<file path="config.mk">
export PLATFORM = sky130hd
export DESIGN_NAME = ifu_flat
export DESIGN_NICKNAME = d
export VERILOG_FILES = /design/src/rtl/ifu_pkg.sv /design/src/rtl/ifu_if.sv /design/src/rtl/ifu_inst_buf.sv /design/src/rtl/ifu.sv /design/src/flat_wrapper.sv
export SDC_FILE = /design/constraint.sdc
export NUM_CORES = 1
export LEC_CHECK = 0
export CELL_PAD_IN_SITES_DETAIL_PLACEMENT = 0
export CELL_PAD_IN_SITES_GLOBAL_PLACEMENT = 1
export CORE_MARGIN = 5
export CORE_UTILIZATION = 38
export DETAILED_ROUTE_END_ITERATION = 10
export GPL_TIMING_DRIVEN = 0
export PLACE_DENSITY_LB_ADDON = 0.1
export SLEW_MARGIN = 30
export SYNTH_ARGS = -nofsm -noshare
export SYNTH_HDL_FRONTEND = slang
export SYNTH_HIERARCHICAL = 1
export SYNTH_SLANG_ARGS = --single-unit
export TNS_END_PERCENT = 5
</file>
<file path="constraint.sdc">
create_clock -name clk -period 4.6 [get_ports clk]
set_clock_uncertainty 0.1 [all_clocks]
set_input_delay 0.46 -clock clk [delete_from_list [all_inputs] [get_ports clk]]
set_output_delay 0.46 -clock clk [all_outputs]
set_load 0.03 [all_outputs]
</file>
<file path="src/rtl/ifu_pkg.sv">
// Shared types and constants for the instruction fetch unit.
// Widths, reset PC and the FSM state encoding live here so every file agrees.
package ifu_pkg;

  localparam int unsigned XLEN = 32;
  localparam int unsigned ILEN = 32;

  localparam logic [XLEN-1:0] RESET_PC   = 32'h8000_0000;
  localparam logic [XLEN-1:0] INST_BYTES = 32'd4;

  // Redirect targets are forced onto an instruction boundary.
  localparam logic [XLEN-1:0] PC_ALIGN_MASK = ~32'd3;

  typedef enum logic [1:0] {
    StReq  = 2'd0,
    StWait = 2'd1,
    StHold = 2'd2,
    StDrop = 2'd3
  } ifu_state_e;

  function automatic logic [XLEN-1:0] align_pc(input logic [XLEN-1:0] pc);
    return pc & PC_ALIGN_MASK;
  endfunction

endpackage

</file>
<file path="src/rtl/ifu_if.sv">
// Bundle of the fetch unit's memory, decode and redirect channels.
// master is the fetch unit's view; slave is the memory / IDU / EXU side.
interface ifu_if;
  import ifu_pkg::*;

  logic            imem_req_valid;
  logic            imem_req_ready;
  logic [XLEN-1:0] imem_req_addr;
  logic            imem_rsp_valid;
  logic [ILEN-1:0] imem_rsp_data;
  logic            imem_rsp_err;

  logic            inst_valid;
  logic            inst_ready;
  logic [ILEN-1:0] inst;
  logic [XLEN-1:0] inst_pc;
  logic            inst_fault;

  logic            redirect_valid;
  logic [XLEN-1:0] redirect_pc;

  modport master (
    output imem_req_valid, imem_req_addr,
    input  imem_req_ready,
    input  imem_rsp_valid, imem_rsp_data, imem_rsp_err,
    output inst_valid, inst, inst_pc, inst_fault,
    input  inst_ready,
    input  redirect_valid, redirect_pc
  );

  modport slave (
    input  imem_req_valid, imem_req_addr,
    output imem_req_ready,
    output imem_rsp_valid, imem_rsp_data, imem_rsp_err,
    input  inst_valid, inst, inst_pc, inst_fault,
    output inst_ready,
    output redirect_valid, redirect_pc
  );

endinterface

</file>
<file path="src/rtl/ifu_inst_buf.sv">
// One-entry valid/ready output register toward decode, with a flush input.
// Flush wins over load and consume; the payload is only meaningful while valid.
module ifu_inst_buf
  import ifu_pkg::*;
(
  input  logic            clk,
  input  logic            rst,
  input  logic            load_i,
  input  logic [ILEN-1:0] load_inst_i,
  input  logic [XLEN-1:0] load_pc_i,
  input  logic            load_fault_i,
  input  logic            flush_i,
  input  logic            ready_i,
  output logic            valid_o,
  output logic [ILEN-1:0] inst_o,
  output logic [XLEN-1:0] pc_o,
  output logic            fault_o
);

  logic            valid_q, valid_d;
  logic [ILEN-1:0] inst_q, inst_d;
  logic [XLEN-1:0] pc_q, pc_d;
  logic            fault_q, fault_d;

  always_comb begin
    valid_d = valid_q;
    inst_d  = inst_q;
    pc_d    = pc_q;
    fault_d = fault_q;
    if (flush_i) begin
      valid_d = 1'b0;
    end else if (load_i) begin
      valid_d = 1'b1;
      inst_d  = load_inst_i;
      pc_d    = load_pc_i;
      fault_d = load_fault_i;
    end else if (valid_q && ready_i) begin
      valid_d = 1'b0;
    end
  end

  always_ff @(posedge clk) begin
    if (!rst) begin
      valid_q <= 1'b0;
      inst_q  <= '0;
      pc_q    <= '0;
      fault_q <= 1'b0;
    end else begin
      valid_q <= valid_d;
      inst_q  <= inst_d;
      pc_q    <= pc_d;
      fault_q <= fault_d;
    end
  end

  assign valid_o = valid_q;
  assign inst_o  = inst_q;
  assign pc_o    = pc_q;
  assign fault_o = fault_q;

endmodule

</file>
<file path="src/rtl/ifu.sv">
// Instruction fetch unit: owns the PC, keeps one imem read in flight and hands
// each returned word to decode; EXU redirects flush whatever is outstanding.
module ifu
  import ifu_pkg::*;
#(
  parameter logic [XLEN-1:0] ResetPc = RESET_PC
) (
  input logic   clk,
  input logic   rst,
  ifu_if.master bus
);

  ifu_state_e      state_q, state_d;
  logic [XLEN-1:0] pc_q, pc_d;
  logic [XLEN-1:0] fetch_pc_q, fetch_pc_d;

  logic req_valid;
  logic req_fire;
  logic buf_load;
  logic buf_flush;

  // State register
  always_ff @(posedge clk) begin
    if (!rst) begin
      state_q <= StReq;
    end else begin
      state_q <= state_d;
    end
  end

  // Next-state logic; redirect takes priority everywhere
  always_comb begin
    state_d = state_q;
    unique case (state_q)
      StReq: begin
        if (bus.redirect_valid) begin
          state_d = StReq;
        end else if (req_fire) begin
          state_d = StWait;
        end
      end
      StWait: begin
        if (bus.redirect_valid) begin
          state_d = bus.imem_rsp_valid ? StReq : StDrop;
        end else if (bus.imem_rsp_valid) begin
          state_d = StHold;
        end
      end
      StHold: begin
        if (bus.redirect_valid || bus.inst_ready) begin
          state_d = StReq;
        end
      end
      StDrop: begin
        // A stale response still owes us a pulse; only its arrival frees the channel.
        if (bus.imem_rsp_valid) begin
          state_d = StReq;
        end
      end
      default: state_d = StReq;
    endcase
  end

  // Output / control decode
  always_comb begin
    req_valid = rst && (state_q == StReq) && !bus.redirect_valid;
    req_fire  = req_valid && bus.imem_req_ready;
    buf_load  = (state_q == StWait) && bus.imem_rsp_valid && !bus.redirect_valid;
    buf_flush = bus.redirect_valid;
  end

  always_comb begin
    pc_d       = pc_q;
    fetch_pc_d = fetch_pc_q;
    if (req_fire) begin
      fetch_pc_d = pc_q;
    end
    if (bus.redirect_valid) begin
      pc_d = align_pc(bus.redirect_pc);
    end else if (buf_load) begin
      pc_d = fetch_pc_q + INST_BYTES;
    end
  end

  always_ff @(posedge clk) begin
    if (!rst) begin
      pc_q       <= ResetPc;
      fetch_pc_q <= ResetPc;
    end else begin
      pc_q       <= pc_d;
      fetch_pc_q <= fetch_pc_d;
    end
  end

  assign bus.imem_req_valid = req_valid;
  assign bus.imem_req_addr  = pc_q;

  ifu_inst_buf u_inst_buf (
    .clk          (clk),
    .rst          (rst),
    .load_i       (buf_load),
    .load_inst_i  (bus.imem_rsp_data),
    .load_pc_i    (fetch_pc_q),
    .load_fault_i (bus.imem_rsp_err),
    .flush_i      (buf_flush),
    .ready_i      (bus.inst_ready),
    .valid_o      (bus.inst_valid),
    .inst_o       (bus.inst),
    .pc_o         (bus.inst_pc),
    .fault_o      (bus.inst_fault)
  );

endmodule

</file>
<file path="src/flat_wrapper.sv">
// flat-port wrapper written by rule: the top's interface ports become plain ports
module ifu_flat import ifu_pkg::*;
#(
  parameter logic [XLEN-1:0] ResetPc = RESET_PC
)
  (clk, rst, bus_imem_req_valid, bus_imem_req_addr, bus_imem_req_ready, bus_imem_rsp_valid, bus_imem_rsp_data, bus_imem_rsp_err, bus_inst_valid, bus_inst, bus_inst_pc, bus_inst_fault, bus_inst_ready, bus_redirect_valid, bus_redirect_pc);
  ifu_if bus_i ();
  input logic clk;
  input logic rst;
  output wire logic [$bits(bus_i.imem_req_valid)-1:0] bus_imem_req_valid;
  output wire logic [$bits(bus_i.imem_req_addr)-1:0] bus_imem_req_addr;
  input wire logic [$bits(bus_i.imem_req_ready)-1:0] bus_imem_req_ready;
  input wire logic [$bits(bus_i.imem_rsp_valid)-1:0] bus_imem_rsp_valid;
  input wire logic [$bits(bus_i.imem_rsp_data)-1:0] bus_imem_rsp_data;
  input wire logic [$bits(bus_i.imem_rsp_err)-1:0] bus_imem_rsp_err;
  output wire logic [$bits(bus_i.inst_valid)-1:0] bus_inst_valid;
  output wire logic [$bits(bus_i.inst)-1:0] bus_inst;
  output wire logic [$bits(bus_i.inst_pc)-1:0] bus_inst_pc;
  output wire logic [$bits(bus_i.inst_fault)-1:0] bus_inst_fault;
  input wire logic [$bits(bus_i.inst_ready)-1:0] bus_inst_ready;
  input wire logic [$bits(bus_i.redirect_valid)-1:0] bus_redirect_valid;
  input wire logic [$bits(bus_i.redirect_pc)-1:0] bus_redirect_pc;
  assign bus_imem_req_valid = bus_i.imem_req_valid;
  assign bus_imem_req_addr = bus_i.imem_req_addr;
  assign bus_i.imem_req_ready = bus_imem_req_ready;
  assign bus_i.imem_rsp_valid = bus_imem_rsp_valid;
  assign bus_i.imem_rsp_data = bus_imem_rsp_data;
  assign bus_i.imem_rsp_err = bus_imem_rsp_err;
  assign bus_inst_valid = bus_i.inst_valid;
  assign bus_inst = bus_i.inst;
  assign bus_inst_pc = bus_i.inst_pc;
  assign bus_inst_fault = bus_i.inst_fault;
  assign bus_i.inst_ready = bus_inst_ready;
  assign bus_i.redirect_valid = bus_redirect_valid;
  assign bus_i.redirect_pc = bus_redirect_pc;
  ifu #(.ResetPc(ResetPc)) u_core (.clk(clk), .rst(rst), .bus(bus_i));
endmodule
</file>
* Yosys cells after proc, flatten, opt, wreduce, memory -nomap -nowiden
Cells that the tools add are included.
Word-level totals: output and inout bits 99, bits in registers 132, word-level logic and storage cells 44, bits of input ports 71
Cells by class: bitwise logic cells 2, add/sub/neg operators 1, muxes and demuxes 12, reduce and logical (&&, ||, !) cells 14, eq/ne operators 7
Operator list (number):
- 2-to-1 mux 32 bit | 2
- adder 32 x 3 -> 32 bit (second input constant) | 1
- 2-to-1 mux 2 bit | 7
- one-hot mux 2 bit (4 select lines) | 1
- logical AND 1 bit | 6
- equality test 2 bit (second input constant) | 2
- AND reduction 4 bit | 1
- nonzero test 2 bit | 2
- != test 3 x 2 -> 1 bit (second input constant) | 1
- != test 3 bit (second input constant) | 1
- equality test 2 x 1 -> 1 bit (second input constant) | 1
- logical NOT 2 bit | 1
- 2-to-1 mux 1 bit | 2
- != test 2 x 1 -> 1 bit (second input constant) | 1
- != test 2 bit (second input constant) | 1
- inverter 1 bit | 2
- AND reduction 2 bit | 1
- OR reduction 2 bit | 1
- logical NOT 1 bit | 1
- logical OR 1 bit | 1

* Longest topological paths before layout
depth after elaboration 7, depth in mapped cells 8, mapped depth without buffers 6

* Hierarchy
The synthesis kept the hierarchy.
By module, submodules not included:
- ifu | instances 1, area each 3201.8 um^2, cells each 405, sequential area each 1321.3 um^2
- ifu_inst_buf | instances 1, area each 2702.6 um^2, cells each 287, sequential area each 1321.3 um^2

* Worst setup path before layout
No wires, ideal clock.
kind in2reg, from input port rst, to register u_core.fetch_pc_q[15], data required time 4.441 ns, stages on the path 8, setup slack 1.998 ns, setup time 0.059 ns, arrival time 2.443 ns, path buffers 3, cells stage by stage clkbuf_1 > nand2b_1 > nor3_1 > and2_1 > clkbuf_1 > clkbuf_1 > nand2_1 > nand2_1
On the way: longest elaborated chain between the ends 3
RTL lines:
- start: declaration | line flat_wrapper.sv:9 | input logic rst;
- logical AND 1 bit (2 in a row) | line ifu.sv:66 | req_valid = rst && (state_q == StReq) && !bus.redirect_valid;
- net bus_imem_req_valid | line flat_wrapper.sv:10 | output wire logic [$bits(bus_i.imem_req_valid)-1:0] bus_imem_req_valid;
- logical AND 1 bit | line ifu.sv:67 | req_fire = req_valid && bus.imem_req_ready;
- end signal: assignment | line ifu.sv:88 | fetch_pc_q <= ResetPc;
- end signal: assignment | line ifu.sv:91 | fetch_pc_q <= fetch_pc_d;
- end: declaration | line ifu.sv:15 | logic [XLEN-1:0] fetch_pc_q, fetch_pc_d;
The timed path passes the listed nets, and every way through them passes these cells. A chain may end at the register's enable or synchronous reset.

* Worst setup path in the final report
from input port bus_redirect_valid, to output port bus_imem_req_valid
On the way: longest elaborated chain between the ends 2
RTL lines:
- start: declaration | line flat_wrapper.sv:21 | input wire logic [$bits(bus_i.redirect_valid)-1:0] bus_redirect_valid;
- logical NOT 1 bit | line ifu.sv:66
- logical AND 1 bit | line ifu.sv:66
- end: declaration | line flat_wrapper.sv:10
Every way passes these cells.

==> metrics.txt <==
status=finished, final reports clean; Final Hold Fails=0; crit-path max FO=7; iteration count of the initial detailed-routing pass=4; setup TNS=0 ns; top_reg_cell synth=dfxtp_1; io pins=170; static leakage=0.003009 uW; Die Wd=134.7 um; vias per cell=5.106; Post-CTS Hold Buffers=0; most frequent cells in the layout=220 x nand2_1, 166 x clkdlybuf4s50_1, 132 x dfxtp_1; Reg-to-Reg Start=u_core/fetch_pc_q[2]; largest net degree at the start of global routing=17; first-pass GRT wire length=29.29 mm; DRC Markers=0; FMAX=334.5 MHz; Setup WS post-layout=1.611 ns; Worst Hold Class=reg -> reg; H-tree level count=4; port bufs=166; Synth Register Bits=132; CTS buffer count=17; clk buf depth=2; crit path time final=2.989 ns; Post-Syn Area per Cell=8.532 um^2; worst slack, placed=1.352 ns; post-CTS setup buffers=0; crit path from=bus_redirect_valid; Tot GR Track Use=20.51%; post-route clock period utilization=64.99%; antenna diode count=0; gpl congestion=0.8661; total core area=0.01520 mm^2; fin. max-slew vios=0; crit path DAT=2.43 ns; Synth cell types=56; antenna-violating nets left=0; Power Density=339.9 mW/mm^2; Vias=5499; crit start category=input pin; final wirelength=18.62 mm; Syn Inst Count=692; hpwl dp=13.98 mm; die footprint=0.01813 mm^2; PostCTS Resize Cnt=0; CP Class=in -> out; final setup violation count=0; Critical Path RT=4.04 ns; GRT overflow=0; RR Endpoint=u_core/bus.imem_req_addr[22]; antenna violations before repair=0; Final nets=949; Clock Latency Late Sink=0.42 ns; Slew headroom=49.14%; Worst VDD drop=0.2468 mV; chip height=134.7 um; root buffer cell=clkbuf_16; vias in the first global route=5529; R2R Setup Slk=2.10 ns; CTS tree=done; dpl cells=1046; synthesized cell area=0.005904 mm^2; max-cap viol count=0; clock transition at the registers of the reported paths=0.05 ns; Post-Syn Nets=764; Finished Layout Cells=1077; yosys warns=6; crit path to=bus_imem_req_valid; Crit. End Element=output port; clk sinks=132; Routed wire per std cell=17.29 um; Starting DRT DRC Count=349; commonest non-fill, non-tap cell in the layout=nand2_1; register area share after synthesis=44.76%; number of synthesized flops with an enable pin=0; Worst Max-Slew Pin Slew=0.7629 ns; initial core utilization=38.84%; worst-case reg-to-reg path depth=7; Layout area overhead=42.17%; RSZ-0062 raised after global routing=no; layout cell share with drive strength beyond 1=7.762%; row cnt=45; Synth async-reset ratio=0%
-- Yosys cell counts (2+ instances only) --
cell / count / area [um^2]
a211oi_1: 3 / 22.52
o31ai_1: 4 / 30.03
and3_1: 2 / 12.51
nand2b_1: 3 / 18.77
nand2_1: 220 / 825.8
mux2i_1: 65 / 650.6
o21a_1: 2 / 15.01
a31oi_1: 2 / 12.51
and4_1: 2 / 17.52
nor3_1: 9 / 45.04
nor4_1: 5 / 31.28
nor2_1: 30 / 112.6
dfxtp_1: 132 / 2643
a21oi_1: 19 / 95.09
buf_4: 3 / 22.52
nand3_1: 39 / 195.2
clkinv_1: 2 / 7.510
o21ai_0: 14 / 70.07
o22ai_1: 10 / 62.56
buf_1: 2 / 7.510
o211a_1: 2 / 20.02
a221oi_1: 4 / 35.03
nor3_2: 3 / 30.03
clkbuf_8: 3 / 41.29
nor2b_1: 3 / 18.77
buf_6: 3 / 33.78
xnor2_1: 18 / 157.7
inv_1: 4 / 15.01
xor2_1: 7 / 61.31
buf_12: 5 / 100.1
buf_2: 14 / 70.07
nand4_1: 9 / 56.30
a22oi_1: 9 / 67.56
clkbuf_1: 18 / 67.56
-- worst min path at each step --
stage                                             from  slack (ns)                           end  cells after the start
final                       u_core/u_inst_buf/pc_o[30]        0.35    u_core/u_inst_buf/pc_o[30]                      2
after detailed placement     u_core/u_inst_buf/pc_o[5]        0.35     u_core/u_inst_buf/pc_o[5]                      2
after global routing        u_core/u_inst_buf/pc_o[26]        0.37    u_core/u_inst_buf/pc_o[26]                      2
after global placement    u_core/bus.imem_req_addr[18]        0.34         u_core/fetch_pc_q[18]                      2
after CTS                                          rst        0.35  u_core/bus.imem_req_addr[12]                      3
after floorplan                  u_core/fetch_pc_q[30]        0.34    u_core/u_inst_buf/pc_o[30]                      2
-- where the power goes --
group	total [uW]	internal [uW]	switching [uW]
Combinational	283	131	152
Sequential	1200	1170	30.6
Clock	1370	875	494
-- registers in the layout, indices dropped and copies added (netlist names) --
signal / cells
u_core/u_inst_buf/fault_o: 1
u_core/u_inst_buf/inst_o: 32
u_core/fetch_pc_q: 32
u_core/u_inst_buf/valid_o: 1
u_core/state_q: 2
u_core/bus.imem_req_addr: 32
u_core/u_inst_buf/pc_o: 32
-- per-stage QoR --
stage          hold WS [ns]  cell area, um^2  power (uW)  util [%]
2_1_floorplan        0.3381             5904        1362         -
3_3_place_gp         0.3412             7801        1505     51.32
3_5_place_dp         0.3481             7801        1508     51.32
4_1_cts              0.3469             8394        2885     55.22
5_1_grt              0.3669             8394        2958     55.22
6_report             0.3547             8394        2853     55.22
-- logic make-up after synthesis --
| group | share of synthesized area, % |
|---|---|
| fa+ha+maj | 0.2119 |
| compound gates | 8.328 |
| xor+xnor | 3.708 |
| flops | 44.76 |
| mux | 11.02 |
| simple gates | 25.54 |
| buf+inv | 6.442 |
-- critical path, cell delays in order --
cell and delay, ns:
clkdlybuf4s50_1 0.53, nand2b_1 0.37, nor3_1 0.33, clkdlybuf4s50_1 0.74
-- area by class of cell --
type | count | area, um^2
plain buffers | 49 | 357.8
clock buffers | 22 | 464.2
clock inverters | 9 | 128.9
fillers | 1408 | 6808
inverters | 6 | 22.52
multi-input cells | 505 | 2882
flip-flops and latches | 132 | 2643
well taps | 188 | 235.2
repair buffers | 166 | 1662
-- metal layers --
layer | part of all wire, % | wire (um) | track usage (%) | vias to the layer above
met1 | 46 | 8638 | 27.36 | 2569
met4 | 1.7 | 314 | 7.240 | 0
met3 | 5.8 | 1080 | 4.657 | 23
li1 | - | - | - | 2724
met5 | 0 | 0 | 0 | -
met2 | 46 | 8583 | 32.68 | 183
Power figures use the tool's default switching activity.
